==> config.mk <==
export PLATFORM = sky130hd
export DESIGN_NAME = pb_event_decoder
export DESIGN_NICKNAME = d
export VERILOG_FILES = /design/src/rtl/pb_event_pkg.sv /design/src/rtl/pb_hold_timer.sv /design/src/rtl/pb_event_decoder.sv
export SDC_FILE = /design/constraint.sdc
export NUM_CORES = 1
export LEC_CHECK = 0
export CAP_MARGIN = 20
export CORE_ASPECT_RATIO = 1.2
export CORE_MARGIN = 4
export CORE_UTILIZATION = 45
export DETAILED_ROUTE_END_ITERATION = 12
export DONT_BUFFER_PORTS = 1
export PLACE_DENSITY = 0.58
export SLEW_MARGIN = 20
export SYNTH_ARGS = -nofsm -noshare
export SYNTH_HDL_FRONTEND = slang
export SYNTH_SLANG_ARGS = --single-unit
export TNS_END_PERCENT = 1
==> constraint.sdc <==
create_clock -name clk -period 3.9 [get_ports clk]
set_input_delay 0.78 -clock clk [delete_from_list [all_inputs] [get_ports clk]]
set_output_delay 0.78 -clock clk [all_outputs]
set_load 0.005 [all_outputs]
==> src/rtl/pb_event_pkg.sv <==
// Shared types and constants for the push-button event decoder.
// Holds the decoder state encoding, the hold-counter width and the
// default long-press / auto-repeat tick counts.
package pb_event_pkg;

  // Width of the tick-driven hold counter (saturates, never wraps).
  localparam int CNT_W = 8;

  // Default number of ticks of continuous hold before a long press.
  localparam int DEF_LONG_TICKS = 100;

  // Default number of ticks between auto-repeat strobes while held.
  localparam int DEF_REPEAT_TICKS = 20;

  // LOCKOUT: waiting for a release after reset (button may be held).
  // IDLE:    button up, ready for a new press.
  // PRESSED: button down, long threshold not yet reached.
  // HELD:    button down past the long threshold.
  typedef enum logic [1:0] {
    ST_LOCKOUT = 2'd0,
    ST_IDLE    = 2'd1,
    ST_PRESSED = 2'd2,
    ST_HELD    = 2'd3
  } pb_state_t;

endpackage

==> src/rtl/pb_hold_timer.sv <==
// Tick-enabled hold counter with synchronous clear and terminal-count
// compare. The counter saturates at all-ones instead of wrapping. The
// terminal-count flag is combinational: it is high on a tick edge where
// the counter already equals the terminal value, so the owner can act on
// that same edge.
module pb_hold_timer
  import pb_event_pkg::*;
(
  input  logic             clk,
  input  logic             rst_n,
  input  logic             clr,
  input  logic             en,
  input  logic             tick,
  input  logic [CNT_W-1:0] terminal,
  output logic             tc
);

  logic [CNT_W-1:0] cnt_reg;
  logic [CNT_W-1:0] cnt_next;

  // Next count: clear has priority, then a saturating increment on tick.
  always_comb begin
    cnt_next = cnt_reg;
    if (clr) begin
      cnt_next = '0;
    end else if (en && tick && (cnt_reg != {CNT_W{1'b1}})) begin
      cnt_next = cnt_reg + 1'b1;
    end
  end

  // Counter register.
  always_ff @(posedge clk or negedge rst_n) begin
    if (!rst_n) begin
      cnt_reg <= '0;
    end else begin
      cnt_reg <= cnt_next;
    end
  end

  assign tc = tick && (cnt_reg == terminal);

endmodule

==> src/rtl/pb_event_decoder.sv <==
// Push-button event decoder: turns a debounced button level plus a slow
// tick strobe into press / release / short / long / auto-repeat strobes
// and a held level. All outputs are registered, so every strobe appears
// one clock after the edge that caused it.
//
// Optional feature: define PB_REPEAT_EN to enable auto-repeat strobes
// while the button stays in HELD. Without it repeat_pulse is tied low
// and the hold counter stays idle in HELD.
module pb_event_decoder
  import pb_event_pkg::*;
#(
  parameter int LONG_TICKS   = DEF_LONG_TICKS,
  parameter int REPEAT_TICKS = DEF_REPEAT_TICKS
) (
  input  logic clk,
  input  logic rst_n,
  input  logic pb_debounced,
  input  logic tick,
  output logic press_pulse,
  output logic release_pulse,
  output logic short_pulse,
  output logic long_pulse,
  output logic repeat_pulse,
  output logic held
);

  // Terminal counts: the compare fires on the N-th tick, i.e. when the
  // counter (which started at zero) already holds N-1.
  localparam logic [CNT_W-1:0] LONG_TC   = CNT_W'(LONG_TICKS - 1);
  localparam logic [CNT_W-1:0] REPEAT_TC = CNT_W'(REPEAT_TICKS - 1);

  pb_state_t        state_reg;
  pb_state_t        state_next;

  logic             timer_clr;
  logic             timer_en;
  logic             timer_tc;
  logic [CNT_W-1:0] timer_terminal;
  logic             repeat_hit;

  logic             press_pulse_reg,   press_pulse_next;
  logic             release_pulse_reg, release_pulse_next;
  logic             short_pulse_reg,   short_pulse_next;
  logic             long_pulse_reg,    long_pulse_next;
  logic             repeat_pulse_reg,  repeat_pulse_next;
  logic             held_reg,          held_next;

  pb_hold_timer u_hold_timer (
    .clk      (clk),
    .rst_n    (rst_n),
    .clr      (timer_clr),
    .en       (timer_en),
    .tick     (tick),
    .terminal (timer_terminal),
    .tc       (timer_tc)
  );

  // State register; reset parks the decoder in LOCKOUT.
  always_ff @(posedge clk or negedge rst_n) begin
    if (!rst_n) begin
      state_reg <= ST_LOCKOUT;
    end else begin
      state_reg <= state_next;
    end
  end

  // Next-state logic. A release always wins over a coincident tick.
  always_comb begin
    state_next = state_reg;
    case (state_reg)
      ST_LOCKOUT: if (!pb_debounced) state_next = ST_IDLE;
      ST_IDLE:    if (pb_debounced)  state_next = ST_PRESSED;
      ST_PRESSED: begin
        if (!pb_debounced) begin
          state_next = ST_IDLE;
        end else if (timer_tc) begin
          state_next = ST_HELD;
        end
      end
      ST_HELD:    if (!pb_debounced) state_next = ST_IDLE;
      default:    state_next = ST_LOCKOUT;
    endcase
  end

  // Repeat detection exists only when auto-repeat is built in.
`ifdef PB_REPEAT_EN
  assign repeat_hit = (state_reg == ST_HELD) && pb_debounced && timer_tc;
  assign timer_en   = (state_reg == ST_PRESSED) || (state_reg == ST_HELD);
`else
  assign repeat_hit = 1'b0;
  assign timer_en   = (state_reg == ST_PRESSED);
`endif

  // Timer control: clear on every state change and after each repeat;
  // compare against the threshold that matters in the current state.
  always_comb begin
    timer_clr      = (state_next != state_reg) || repeat_hit;
    timer_terminal = (state_reg == ST_HELD) ? REPEAT_TC : LONG_TC;
  end

  // Output decode: values the output registers take at this edge.
  always_comb begin
    press_pulse_next   = (state_reg == ST_IDLE) && pb_debounced;
    release_pulse_next = ((state_reg == ST_PRESSED) || (state_reg == ST_HELD))
                         && !pb_debounced;
    short_pulse_next   = (state_reg == ST_PRESSED) && !pb_debounced;
    long_pulse_next    = (state_reg == ST_PRESSED) && pb_debounced && timer_tc;
    repeat_pulse_next  = repeat_hit;
    held_next          = (state_next == ST_HELD);
  end

  // Output registers; reset clears every strobe and the held level at once.
  always_ff @(posedge clk or negedge rst_n) begin
    if (!rst_n) begin
      press_pulse_reg   <= 1'b0;
      release_pulse_reg <= 1'b0;
      short_pulse_reg   <= 1'b0;
      long_pulse_reg    <= 1'b0;
      repeat_pulse_reg  <= 1'b0;
      held_reg          <= 1'b0;
    end else begin
      press_pulse_reg   <= press_pulse_next;
      release_pulse_reg <= release_pulse_next;
      short_pulse_reg   <= short_pulse_next;
      long_pulse_reg    <= long_pulse_next;
      repeat_pulse_reg  <= repeat_pulse_next;
      held_reg          <= held_next;
    end
  end

  assign press_pulse   = press_pulse_reg;
  assign release_pulse = release_pulse_reg;
  assign short_pulse   = short_pulse_reg;
  assign long_pulse    = long_pulse_reg;
  assign repeat_pulse  = repeat_pulse_reg;
  assign held          = held_reg;

endmodule

; ---- After elaboration in Yosys (flattened, before gate mapping)
; Cells that the tools add are included.
[word_totals]
register_bits = 15
inputBits = 4
output_inout_bits = 6
wordCells = 36
[op_classes]
n_reduce_logical = 13
eq_ne = 7
n_addsub = 1
mux = 8
[op_table]
columns = operator, n
row1 = $mux 8, 2
row2 = $add 8x1->8 const B, 1
row3 = $eq 8x7->1, 1
row4 = $logic_and 1x1->1, 8
row5 = $mux 2, 4
row6 = $ne 8x8->1 const B, 1
row7 = $mux 7, 1
row8 = $eq 2x2->1 const B, 3
row9 = $pmux 2 s3, 1
row10 = $eq 2x1->1 const B, 1
row11 = $logic_not 2->1, 1
row12 = $ne 2x2->1, 1
row13 = $reduce_bool 2->1, 1
row14 = $reduce_or 2->1, 1
row15 = $logic_not 1->1, 1
row16 = $logic_or 1x1->1, 1

; ---- Depth between registers and ports, before layout
[logic_depth]
ltp_word = 9
ltp_mapped = 8
ltp_nobuf = 7

; ---- Cells and area by module
; Synthesis repeated with hierarchy kept, for this count alone.
[unflattened]
cells_unflattened = 110
hier_area_um2 = 1043.5
[modules_own_cells]
columns = module, seq_area_each_um2, cells_each, area_each_um2, n_inst
row1 = pb_hold_timer, 200.2, 62, 611.8, 1
row2 = pb_event_decoder, 175.2, 48, 431.7, 1

; ---- Worst setup path after synthesis
; OpenSTA, ideal clock, no wires.
[synth_path]
path_type = input to register
startpoint = input pb_debounced
endpoint = register u_hold_timer.cnt_reg[3]
t_required_ns = 3.800
path_slack_ns = 2.156
path_stages = 5
setup_ns = 0.100
path_buffers = 1
t_arrival_ns = 1.644
path_cell_list = buf_4 > nor2b_1 > o21ai_2 > o2111ai_2 > a311oi_1
[synth_via]
elab_chain_len = 4
word_cells_on_any_way = 7
classes_between = eq/ne (1) / mux (5) / reduce/logical (1)
[synth_rtl]
columns = item, line
row1 = from (decl), pb_event_decoder.sv:17  ; input logic pb_debounced,
row2 = "$mux 2, on equally long branches", -
row3 = $pmux 2 s3 (*), pb_event_decoder.sv:70  ; case (state_reg)
row4 = $ne 2x2->1 (*), pb_event_decoder.sv:97  ; timer_clr = (state_next != state_reg) || repeat_hit;
row5 = $mux 8 or $reduce_bool 2->1 (tied branches), -
row6 = to (signal assigned), pb_hold_timer.sv:36  ; cnt_reg <= cnt_next;
row7 = to (decl), pb_hold_timer.sv:18  ; logic [CNT_W-1:0] cnt_reg;
; Mark *: on every way between the ends. The rest lies on a longest branch, timed or not.
; A chain may end at the register's enable or synchronous reset.

; ---- Worst setup path after layout
[layout_path]
startpoint = register state_reg[0]
endpoint = register u_hold_timer.cnt_reg[0]
[layout_via]
elab_chain_len = 9
word_cells_on_any_way = 18
classes_between = eq/ne (5) / mux (7) / reduce/logical (6)
[layout_rtl]
columns = item, line
row1 = from (decl), pb_event_decoder.sv:32  ; pb_state_t state_reg;
row2 = from (signal assigned), pb_event_decoder.sv:63  ; state_reg <= state_next;
row3 = $eq 2x2->1, "pb_event_decoder.sv:70, pb_event_decoder.sv:98"
row4 = $mux 7, pb_event_decoder.sv:98  ; timer_terminal = (state_reg == ST_HELD) ? REPEAT_TC : LONG_TC;
row5 = $eq 8x7->1, pb_hold_timer.sv:40  ; assign tc = tick && (cnt_reg == terminal);
row6 = $logic_and 1x1->1, pb_hold_timer.sv:40
row7 = $mux 2, pb_event_decoder.sv:76  ; end else if (timer_tc) begin
row8 = $mux 2, pb_event_decoder.sv:74  ; if (!pb_debounced) begin
row9 = $pmux 2 s3, pb_event_decoder.sv:70
row10 = $ne 2x2->1, pb_event_decoder.sv:97
row11 = $mux 8 or $reduce_bool 2->1 (tied branches), -
; Parallel ways exist; a longest one is shown, timed or not.

==> results.yml <==
sta:
  fin_setup_tns_ns: 0
  fin_skew_ns: 0.006672
  layout_min_cycle_time_ns: 1.980
  post-route-period-util: 0.5076
  tightest_slew_ns: 0.5218
  relSlewSlack: 0.6505
  setup_violations: 0
  whs_ns: 0.1897
  hold_viol: 0
  maxSlewViolCount: 0
  fmaxAchievable_mhz: 505.1
  rsz0062_at_grt: "false"
finish:
  synthToLayoutAreaGrowth_pct: 1.834
  largest_reg_flops: 8
  antennaDiodeCount: 0
  mostFrequentLayoutCell: "dfrtp_1"
  final_net_count: 98
  drive_gt1_frac: 0.09091
  layout_common_cells: "15 x dfrtp_1, 8 x nor2_1, 5 x nand2_1, 5 x ha_1, 4 x a31oi_1"
routing:
  dr.pass1.iters: 4
  drt_iter0_drc: 11
  drtAntennaViolNets: 0
  via_count: 639
  drt-total-wl_mm: 1.516
  avgViaCountPerCell: 5.972
  drc_errors: 0
  routedWlPerCell_um: 14.17
setup_path:
  crit_path_start: "state_reg[0]"
  cp.depth: 7
  r2r-end: "u_hold_timer.cnt_reg[0]"
  cp_max_fo: 11
  cp_slowest_cell: "dfrtp_1"
  path_cells: "inv_1 > ha_1 > nand2_1 > a211oi_2 > o21ai_2 > o2111ai_2 > nor2_1"
  critPathMaxStageDelay_ns: 0.48
  crit_type: "reg -> reg"
  crit_arrival_ns: 2.13
  cp_num_buf_inv: 1
  crit_family: "compound AO/OA/AOI/OAI gates"
  cp-start-kind: "register"
  r2r-start: "state_reg[0]"
  rrSetupSlack_ns: 1.92
  rr_worst_depth: 7
  end_kind: "register"
  critPathRequiredTime_ns: 4.05
global_routing:
  overflow: 0
  antenna_found_initial: 0
  grt_usage: 0.1251
  grt_pass1_wl_mm: 2.794
  grt_max_degree: 16
  grt_pass1_vias: 631
synthesis:
  syn_area_um2: 887.1
  netlist.area_leader.share: 0.4231
  ys_types: 34
  synth_area_leaders: "dfrtp_1 42%, ha_1 7.1%, nor2_1 3.4%"
  synth_warnings: 0
  yosys.area.top_type: "dfrtp_1"
  syn_inst: 88
  syn_avg_cell_area_um2: 10.08
  ys_ff_latch: 15
  syn_nets: 97
  seq_area_frac_synth: 0.4231
die:
  die_area_um2: 2749
  die_h_um: 56.64
  ios: 10
  core_um2: 1851
  start_util: 0.4794
  rows: 17
  die_w_um: 48.53
cts:
  cts_root_buf: "clkbuf_4"
  cts_resized: 0
  cts.clk_slew.worst_paths_ns: 0.09
  htreeDepth: 1
  cts_hold_buffers: 0
  cts_sinks: 15
  post-cts-setup-buffers: 0
  numCtsBuffers: 3
  cts_tree: "done"
  cts_buffer_depth: 2
  clk_latency_ns: 0.27
power:
  p_per_area_nw_per_um2: 535.1
  ir_drop_v: 0.0003128
  p_leak_uw: 0.0003743
job:
  cap_violations: 0
status:
  status: "finished, final reports clean"
worst_hold_path:
  hold_class: "in -> async"
place:
  hpwl_mm: 1.131
  portBuffers: 0
  gp_routability_congestion: 0.8189
-- worst max-delay path by stage --
stage                              end
6_report       u_hold_timer.cnt_reg[0]
5_1_grt        u_hold_timer.cnt_reg[0]
4_1_cts        u_hold_timer.cnt_reg[0]
3_5_place_dp   u_hold_timer.cnt_reg[0]
3_3_place_gp   u_hold_timer.cnt_reg[1]
2_1_floorplan  u_hold_timer.cnt_reg[3]
-- where the power goes --
group | total (uW) | internal, uW | switching, uW | leakage [uW]
Clock | 84.2 | 39.6 | 44.7 | 0.0000150
Combinational | 196 | 75.6 | 120 | 0.000154
Sequential | 203 | 177 | 26.1 | 0.000205
-- cell type report --
class	instances	area, um^2
clock buffer	4	26.28
fill	182	947.2
inverter	3	11.26
multi-input combinational	66	466.7
sequential	15	375.4
tap	19	23.77
-- Yosys cell counts, drive strengths merged --
| library cell | instances |
|---|---|
| a311oi | 1 |
| a31oi | 4 |
| ha | 5 |
| nand3b | 1 |
| o21a | 2 |
| nor2 | 8 |
| inv | 3 |
| nor2b | 2 |
| and4 | 2 |
| nand2 | 5 |
| or4b | 1 |
| and4b | 1 |
| nand3 | 2 |
| nor4 | 1 |
| mux2i | 2 |
| and2 | 3 |
| buf | 4 |
| nand4bb | 2 |
| xnor2 | 3 |
| o2111ai | 1 |
| o31ai | 2 |
| conb | 1 |
| dfrtp | 15 |
| and3 | 1 |
| a21oi | 3 |
| a211oi | 3 |
| nand2b | 2 |
| nor3 | 3 |
| o21ai | 5 |
-- layer usage --
layer	share of wire	routed length, um	GRT usage
met1	0.50	757	0.1764
met2	0.44	674	0.1828
met3	0.044	67	0.03183
met4	0.011	17	0.04615
met5	0	0	0
-- metrics by stage --
step	utilization	instances	total power, uW	setup WS [ns]	instance area [um^2]
final	0.4882	107	483.4	1.920	903.4
after global routing	0.4882	107	535.3	1.681	903.4
after CTS	0.4882	107	491.2	1.900	903.4
after detailed placement	0.4740	103	402.3	1.910	877.1
after global placement	0.4740	103	400.6	1.976	877.1
after floorplan	-	88	375.7	2.156	887.1
-- cells by family (layout without fill, tap and decap cells) --
kind of cell    count (synthesis)  after routing  synth area share
mux                             2              2           0.02257
other cells                     1              1          0.004227
simple gates                   34             34            0.2243
buf+inv                         7              7           0.05077
compound gates                 21             21            0.1749
flops                          15             15            0.4231
fa+ha+maj                       5              5           0.07052
xor+xnor                        3              3           0.02962
-- worst register-to-register path, cell delays in order, from the launching register on --
cell and delay (ns):
dfrtp_1 0.48, inv_1 0.14, ha_1 0.35, nand2_1 0.16, a211oi_2 0.34, o21ai_2 0.10
o2111ai_2 0.19, nor2_1 0.10
Power figures use the tool's default switching activity.
